`src/rtl/user_clock_monitor.sv`:
```
// user_clock_monitor: measures the high/low phase widths of a slow fabric
// clock (MON_CLK_IN) in the CLK_IN domain, declares lock after LOCK_COUNT
// good periods, flags loss of clock and counts errors.
// Optional build macro USER_CLK_MON_DUTY_CHECK_EN: when defined, each phase
// is checked against its own expected width; otherwise only the total
// period is checked, tolerating duty-cycle distortion.
module user_clock_monitor #(
  parameter int EXP_HIGH   = 25,
  parameter int EXP_LOW    = 25,
  parameter int TOL        = 1,
  parameter int TIMEOUT    = 200,
  parameter int LOCK_COUNT = 8
) (
  input  logic        CLK_IN,
  input  logic        RST_N_IN,
  input  logic        MON_CLK_IN,
  input  logic        CLR_IN,
  output logic        LOCKED_OUT,
  output logic        LOSS_OUT,
  output logic [7:0]  HIGH_CNT_OUT,
  output logic [7:0]  LOW_CNT_OUT,
  output logic [15:0] ERR_CNT_OUT,
  output logic        PERIOD_OUT
);
  localparam int TW = $clog2(TIMEOUT + 1);
  localparam int GW = $clog2(LOCK_COUNT + 1);

  typedef enum logic [1:0] {SEARCH, MEAS_HIGH, MEAS_LOW} state_e;

  logic          sync1_q, sync2_q, dly_q;
  logic [2:0]    vld_pipe_q;
  logic          rise, fall, edge_any, tmo;
  logic [7:0]    phase_q, phase_d;
  logic [TW-1:0] to_q, to_d;
  state_e        state_q, state_d;
  logic [7:0]    hi_q, hi_d, lo_q, lo_d;
  logic [GW-1:0] good_q, good_d;
  logic          lock_q, lock_d, loss_q, loss_d, per_q, per_d;
  logic [15:0]   err_q, err_d, err_base;
  logic          err_inc, per_ok;

  // |v - e| <= t on unsigned 9-bit values, no wrap-around
  function automatic logic in_tol(input logic [8:0] v, input logic [8:0] e,
                                  input logic [8:0] t);
    return (v >= e) ? ((v - e) <= t) : ((e - v) <= t);
  endfunction

  // Two-flop synchronizer plus delay flop; vld_pipe masks edges until the
  // whole chain holds real samples, so a clock that is high at reset release
  // does not produce a phantom rise.
  always_ff @(posedge CLK_IN or negedge RST_N_IN) begin
    if (!RST_N_IN) begin
      sync1_q    <= 1'b0;
      sync2_q    <= 1'b0;
      dly_q      <= 1'b0;
      vld_pipe_q <= '0;
    end else begin
      sync1_q    <= MON_CLK_IN;
      sync2_q    <= sync1_q;
      dly_q      <= sync2_q;
      vld_pipe_q <= {vld_pipe_q[1:0], 1'b1};
    end
  end

  assign rise     = vld_pipe_q[2] & sync2_q & ~dly_q;
  assign fall     = vld_pipe_q[2] & ~sync2_q & dly_q;
  assign edge_any = rise | fall;

  // Phase counter restarts at 1 after an edge and saturates at 255; timeout
  // counter clears on an edge and parks at TIMEOUT so the event fires once.
  always_comb begin
    phase_d = phase_q;
    to_d    = to_q;
    if (edge_any) begin
      phase_d = 8'd1;
      to_d    = '0;
    end else begin
      if (phase_q != 8'hFF) phase_d = phase_q + 8'd1;
      if (to_q != TW'(TIMEOUT)) to_d = to_q + TW'(1);
    end
  end

  assign tmo = !edge_any && (to_q == TW'(TIMEOUT - 1));

  // Counter registers
  always_ff @(posedge CLK_IN or negedge RST_N_IN) begin
    if (!RST_N_IN) begin
      phase_q <= '0;
      to_q    <= '0;
    end else begin
      phase_q <= phase_d;
      to_q    <= to_d;
    end
  end

`ifdef USER_CLK_MON_DUTY_CHECK_EN
  logic hok_q, hok_d;
  // Remember whether the high phase passed, for the end-of-period verdict
  always_ff @(posedge CLK_IN or negedge RST_N_IN) begin
    if (!RST_N_IN) hok_q <= 1'b0;
    else           hok_q <= hok_d;
  end
  always_comb begin
    hok_d = hok_q;
    if (state_q == MEAS_HIGH && fall)
      hok_d = (phase_q != 8'hFF) &&
              in_tol({1'b0, phase_q}, 9'(EXP_HIGH), 9'(TOL));
  end
  assign per_ok = hok_q && (phase_q != 8'hFF) &&
                  in_tol({1'b0, phase_q}, 9'(EXP_LOW), 9'(TOL));
`else
  assign per_ok = (hi_q != 8'hFF) && (phase_q != 8'hFF) &&
                  in_tol({1'b0, hi_q} + {1'b0, phase_q},
                         9'(EXP_HIGH + EXP_LOW), 9'(2 * TOL));
`endif

  // Measurement FSM, lock tracking, loss and error accounting
  always_comb begin
    state_d  = state_q;
    hi_d     = hi_q;
    lo_d     = lo_q;
    good_d   = good_q;
    lock_d   = lock_q;
    per_d    = 1'b0;
    err_inc  = 1'b0;
    loss_d   = CLR_IN ? 1'b0 : loss_q;
    err_base = CLR_IN ? 16'd0 : err_q;
    case (state_q)
      SEARCH:    if (rise) state_d = MEAS_HIGH;
      MEAS_HIGH: if (fall) begin
        hi_d    = phase_q;
        state_d = MEAS_LOW;
      end
      MEAS_LOW:  if (rise) begin
        lo_d    = phase_q;
        per_d   = 1'b1;
        state_d = MEAS_HIGH;
        if (per_ok) begin
          if (good_q != GW'(LOCK_COUNT)) good_d = good_q + GW'(1);
          if (good_d == GW'(LOCK_COUNT)) lock_d = 1'b1;
        end else begin
          good_d  = '0;
          lock_d  = 1'b0;
          err_inc = 1'b1;
        end
      end
      default:   state_d = SEARCH;
    endcase
    if (tmo) begin
      loss_d = 1'b1;
      if (state_q != SEARCH) begin
        lock_d  = 1'b0;
        good_d  = '0;
        err_inc = 1'b1;
        state_d = SEARCH;
      end
    end
    err_d = (err_inc && err_base != 16'hFFFF) ? err_base + 16'd1 : err_base;
  end

  // FSM and status registers
  always_ff @(posedge CLK_IN or negedge RST_N_IN) begin
    if (!RST_N_IN) begin
      state_q <= SEARCH;
      hi_q    <= '0;
      lo_q    <= '0;
      good_q  <= '0;
      lock_q  <= 1'b0;
      loss_q  <= 1'b0;
      per_q   <= 1'b0;
      err_q   <= '0;
    end else begin
      state_q <= state_d;
      hi_q    <= hi_d;
      lo_q    <= lo_d;
      good_q  <= good_d;
      lock_q  <= lock_d;
      loss_q  <= loss_d;
      per_q   <= per_d;
      err_q   <= err_d;
    end
  end

  assign LOCKED_OUT   = lock_q;
  assign LOSS_OUT     = loss_q;
  assign HIGH_CNT_OUT = hi_q;
  assign LOW_CNT_OUT  = lo_q;
  assign ERR_CNT_OUT  = err_q;
  assign PERIOD_OUT   = per_q;
endmodule
```
`config.mk`:
```
export PLATFORM = sky130hd
export DESIGN_NAME = user_clock_monitor
export DESIGN_NICKNAME = d
export VERILOG_FILES = /design/src/rtl/user_clock_monitor.sv
export SDC_FILE = /design/constraint.sdc
export NUM_CORES = 1
export LEC_CHECK = 0
export CAP_MARGIN = 30
export CORE_MARGIN = 2
export CORE_UTILIZATION = 55
export CTS_CLUSTER_DIAMETER = 200
export DETAILED_ROUTE_END_ITERATION = 8
export DONT_BUFFER_PORTS = 1
export PLACE_DENSITY = 0.7
export SETUP_SLACK_MARGIN = 0.15
export SLEW_MARGIN = 15
export SYNTH_ARGS = -nofsm -noshare
export SYNTH_HDL_FRONTEND = slang
export SYNTH_SLANG_ARGS = --single-unit
```
`constraint.sdc`:
```
create_clock -name CLK_IN -period 3.9 [get_ports CLK_IN]
set_clock_uncertainty 0.2 [all_clocks]
set_input_delay 0.39 -clock CLK_IN [delete_from_list [all_inputs] [get_ports CLK_IN]]
set_output_delay 0.39 -clock CLK_IN [all_outputs]
set_load 0.02 [all_outputs]
```
**Yosys cells after proc, flatten, opt, wreduce, memory -nomap -nowiden**

Index checks and enable logic that the tools add are counted.

- Bitwise gates (word level): 7
- Equality and inequality tests: 9
- Multiplexer cells: 36
- Reduce and logical (&&, ||, !) cells: 13
- Add/sub/neg operators: 7
- Order comparisons: 3

Operators with widths:

| operator | count |
|---|---|
| two-way mux 4 bit | 9 |
| two-way mux 16 bit | 2 |
| two-way mux 8 bit | 4 |
| != test 8 bit, second input constant | 3 |
| less-or-equal comparator 9 x 2 -> 1 bit, second input constant | 2 |
| adder 16 x 1 -> 16 bit, second input constant | 1 |
| adder 8 x 1 -> 8 bit, second input constant | 2 |
| two-way mux 1 bit | 16 |
| != test 16 bit, second input constant | 1 |
| adder 8 x 8 -> 9 bit | 1 |
| >= comparator 9 x 6 -> 1 bit, second input constant | 1 |
| subtractor 6 x 9 -> 9 bit, first input constant | 1 |
| subtractor 9 x 6 -> 9 bit, second input constant | 1 |
| == test 8 bit, second input constant | 1 |
| two-way mux 2 bit | 4 |
| nonzero test 2 bit | 4 |
| adder 4 x 1 -> 4 bit, second input constant | 1 |
| AND 1 bit | 4 |
| == test 4 bit, second input constant | 1 |
| logical AND 1 bit | 4 |
| != test 4 bit, second input constant | 1 |
| case mux 2 bit (2 select lines) | 1 |
| AND reduction 2 bit | 2 |
| == test 2 x 1 -> 1 bit, second input constant | 1 |
| other kinds (6) | 7 |

- Output and inout port bits: 35
- Bits in registers: 63
- Input bits: 4
- Logic and storage cells: 89

**Depth between registers and ports, before layout**

- Word-level depth: 15
- Gate-level depth with buffers: 14
- Gate-level depth less buffers: 13

**Least setup slack after synthesis**

No wires, ideal clock.

- Path kind: register to register
- Start point: reg hi_q[0], in the netlist HIGH_CNT_OUT[0]
- End point: reg err_q[13], in the netlist ERR_CNT_OUT[13]
- Library setup time: 128 ps
- Stages on the path, launching flop included: 15
- Buffers on the path: 1
- Period minus slack after synthesis: 3615 ps
- Slack: 285 ps
- Required time: 3572 ps
- Arrival: 3287 ps
- Path through: dfrtp_1 > ha_1 > inv_1 > fa_1 > xor2_2 > ha_1 > inv_1 > a21oi_1 > a311oi_1 > nor4b_1 > a32oi_2 > o21a_1 > buf_4 > o211ai_1 > mux2_1

- Cells in the longest elaborated chain, start to end: 12
- Elaborated cells on any way between the ends: 17
- Those cells by class: 3 x add/sub; 3 x order compare; 1 x eq/ne; 7 x mux; 3 x reduce/logical

Ends and longest elaborated chain:

| what | RTL line | text |
|---|---|---|
| start: declaration | 36 | `logic [7:0] hi_q, hi_d, lo_q, lo_d;` |
| start signal: assignment | 174 | `hi_q <= hi_d;` |
| adder 8 x 8 -> 9 bit | 113 | `in_tol({1'b0, hi_q} + {1'b0, phase_q},` |
| subtractor 6 x 9 -> 9 bit / subtractor 9 x 6 -> 9 bit (equally long branches) | 45 | `return (v >= e) ? ((v - e) <= t) : ((e - v) <= t);` |
| less-or-equal comparator 9 x 2 -> 1 bit | 45 |  |
| two-way mux 1 bit | 45 |  |
| logical AND 1 bit * | 112 | `assign per_ok = (hi_q != 8'hFF) && (phase_q != 8'hFF) &&` |
| two-way mux 1 bit * | 138 | `if (per_ok) begin` |
| two-way mux 1 bit * | 134 | `MEAS_LOW: if (rise) begin` |
| two-way mux 1 bit * | 128 | `case (state_q)` |
| two-way mux 1 bit | 151 | `if (state_q != SEARCH) begin` |
| two-way mux 1 bit * | 149 | `if (tmo) begin` |
| logical AND 1 bit * | 158 | `err_d = (err_inc && err_base != 16'hFFFF) ? err_base + 16'd1 : err_base;` |
| two-way mux 16 bit * | 158 |  |
| via err_d[13] | 39 | `logic [15:0] err_q, err_d, err_base;` |
| end signal: assignment | 180 | `err_q <= err_d;` |
| end: declaration | 39 |  |

The timed path passes the listed nets; every way through them passes the cells marked *.
A chain may end at the register's enable or synchronous reset.

**Final worst setup path**

- Start point: reg hi_q[1], in the netlist HIGH_CNT_OUT[1]
- End point: reg err_q[5], in the netlist ERR_CNT_OUT[5]

Same word-level chain as after synthesis.

==> metrics.md <==
| Metric | Value |
|---|---|
| Run status | finished clean |
| Post-synth top cells | dfrtp_1 (63), nor2_1 (48), nand2_1 (43) |
| Clock Root Buffer | clkbuf_8 |
| Worst-path maximum fanout | 6 |
| Global Route Usage Sum | 23.63% |
| Hold Vio Cnt, Final | 0 |
| Delay of the slowest critical-path stage | 390 ps |
| Design Area, Final | 4278 µm² |
| Cell Chain, Critical Path | buf_4, ha_1, a211oi_2, nor2_1, or2_2, and2_1, a211o_1, a32oi_2, o21ai_4, a2111oi_4, mux2_1 |
| Largest net degree at the start of global routing | 64 |
| Critical Path AT | 3640 ps |
| Post-route clock period utilization | 92.64% |
| Peak VDD IR | 344.1 µV |
| Worst setup SP type | flop |
| Post-synth EDFFs | 0 |
| Area leader, netlist | dfrtp_1 |
| CP delay by family, top | compound AO/OA/AOI/OAI gates |
| Wirelength, routed | 8704 µm |
| Final ANT Viol Nets | 0 |
| DR DRC count | 0 |
| CP Capture Type | flop |
| Die W | 87.78 µm |
| Ant. Diodes | 0 |
| Worst-skew pair later-pin latency | 340 ps |
| Measured slew at the worst slew-check pin | 628.9 ps |
| Clock sink count | 63 |
| FP Rows | 30 |
| Crit path buffers/inverters | 1 |
| Height of the die | 87.78 µm |
| Synth warnings | 0 |
| Num CTS Buffers | 9 |
| RSZ-0062 raised after global routing | false |
| GPL Wtd Cong | 0.9162 |
| Share of cells above drive strength 1 | 14.62% |
| Most frequent cell after synthesis | dfrtp_1 |
| Util after Layout | 62.97% |
| Final-stage net count | 450 |
| H-tree depth | 3 |
| Via count | 3054 |
| Leak Pwr | 1.940 nW |
| First-pass GRT wire length | 14030 µm |
| Syn_area_per_cell | 9.346 µm² |
| Syn_nets | 437 |
| Area delta synth->final | 10.83% |
| Synthesized area | 3860 µm² |
| Req. time, crit path | 3930 ps |
| Setup Viol. Count Final | 0 |
| Initial Utilization | 56.81% |
| Async SR Flop Fraction | 100.0% |
| Hold WC Path Type | in -> reg |
| Core area | 6794 µm² |
| Gr ovfl total | 0 |
| TritonRoute pass-1 iters | 4 |
| Setup TNS | 0 ps |
| WL/cell | 16.52 µm |
| Vias per inst | 5.795 |
| Hold_ws | 26.03 ps |
| Power Density | 555.6 nW/µm² |
| Max Root-Sink Buffers | 2 |
| Peak Freq | 0.2768 GHz |
| Share of the synthesized area in the top cell type | 40.84% |
| DRT iter0 DRCs | 197 |
| I/O Buffers | 0 |
| Vias in the first global route | 2834 |
| Placed Area | 4013 µm² |
| Seq/Total Area, Yosys | 40.84% |
| Yosys reg bits | 63 |
| Top Ports | 39 |
| Min cycle time layout | 3613 ps |
| Max cap viols | 0 |
| Most common flop cell mapped by yosys | dfrtp_1 |
| Die area | 7704 µm² |
| Yosys cell types | 61 |
| Reg clk slew, reported paths | 80 ps |
| Critical path class | reg -> reg |
| CP max stage cell | dfrtp_1 |
| Initial antenna violation count | 0 |
| Slew HR | 58.07% |
| Synthesized instance count | 413 |
| Fin. max-slew vios | 0 |
| CTS tree | built |
| DP Wirelength | 6088 µm |
| Top cells by area, synth | dfrtp_1 (41%), ha_1 (6.2%), nor2_1 (4.7%), nand2_1 (4.2%), xnor2_1 (3.4%) |
| R2R Setup Slk | 290 ps |
[repair_timing]
action,in CTS,in global routing
gates resized for setup,1,8
endpoints found under the setup margin,3,8
pin swaps,0,1
buffers inserted,0,0
endpoints found under the hold margin,64,0
hold buffers,3,0
[area by class of cell]
class | instances | area [µm²]
multi-input cells | 317 | 2182
inverters | 19 | 71.32
well taps | 96 | 120.1
clock buffers | 10 | 137.6
repair buffers | 16 | 145.1
flip-flops and latches | 63 | 1578
clock inverters | 6 | 43.79
fillers | 573 | 2516
[registers in the layout, indices dropped and copies added, names as in the netlist]
signal / flops
LOSS_OUT: 1
ERR_CNT_OUT: 16
vld_pipe_q: 3
PERIOD_OUT: 1
good_q: 4
LOW_CNT_OUT: 8
LOCKED_OUT: 1
dly_q: 1
sync2_q: 1
sync1_q: 1
phase_q: 8
to_q: 8
HIGH_CNT_OUT: 8
state_q: 2
[path summary, 6_finish.rpt]
path                            startpoint              end  cells past startpoint
setup / recovery           HIGH_CNT_OUT[1]   ERR_CNT_OUT[5]                     11
max in group asynchronous         RST_N_IN  HIGH_CNT_OUT[4]                      2
hold / removal                      CLR_IN  ERR_CNT_OUT[15]                      2
hold reg to reg                    sync1_q          sync2_q                      0
setup reg to reg           HIGH_CNT_OUT[1]   ERR_CNT_OUT[5]                     11
min in group asynchronous         RST_N_IN   LOW_CNT_OUT[2]                      2
[power by group]
part / internal [mW] / leakage [nW] / total (mW) / switching [mW]
clock: 0.250 / 0.0926 / 0.522 / 0.272
combinational: 0.435 / 1.00 / 0.991 / 0.556
sequential: 0.739 / 0.844 / 0.864 / 0.125
total: 1.42 / 1.94 / 2.38 / 0.953
[layout by cell type (no fill, tap or decap), types with 5 or more instances in the layout]
| cell type | count |
|---|---|
| a21oi_1 | 13 |
| and3_1 | 6 |
| buf_4 | 13 |
| clkbuf_8 | 10 |
| dfrtp_1 | 62 |
| ha_1 | 18 |
| inv_1 | 19 |
| mux2_2 | 10 |
| nand2_1 | 43 |
| nand3_1 | 20 |
| nand4_1 | 7 |
| nor2_1 | 48 |
| nor2b_1 | 18 |
| nor3_1 | 9 |
| o211ai_1 | 5 |
| o21ai_0 | 15 |
| xnor2_1 | 15 |
| xor2_1 | 10 |
[routing by layer]
layer  up-vias  wire (µm)  GRT usage, %
li1       1476          -             -
met1      1487       4172         33.75
met2        80       4017         35.74
met3        11        397         6.032
met4         0        116         6.713
met5         -          0             0
[cells by family after synthesis]
family	Yosys count	synth area share, %
fa+ha+maj	20	6.678
xor+xnor	26	6.094
other cells	1	0.09715
mux	20	5.900
compound gates	68	13.23
simple gates	182	23.63
buf+inv	33	3.533
flops	63	40.84
[per-stage QoR]
step / total power [mW] / cells / worst slack, ps
floorplan: 1.576 / 413 / 285.2
global placement: 1.803 / 508 / 243.3
detailed placement: 1.806 / 508 / 130.2
CTS: 2.352 / 527 / 151.1
global route: 2.547 / 527 / 157.0
finish: 2.377 / 527 / 287.1
No activity file was read; power rests on OpenSTA's default activity.
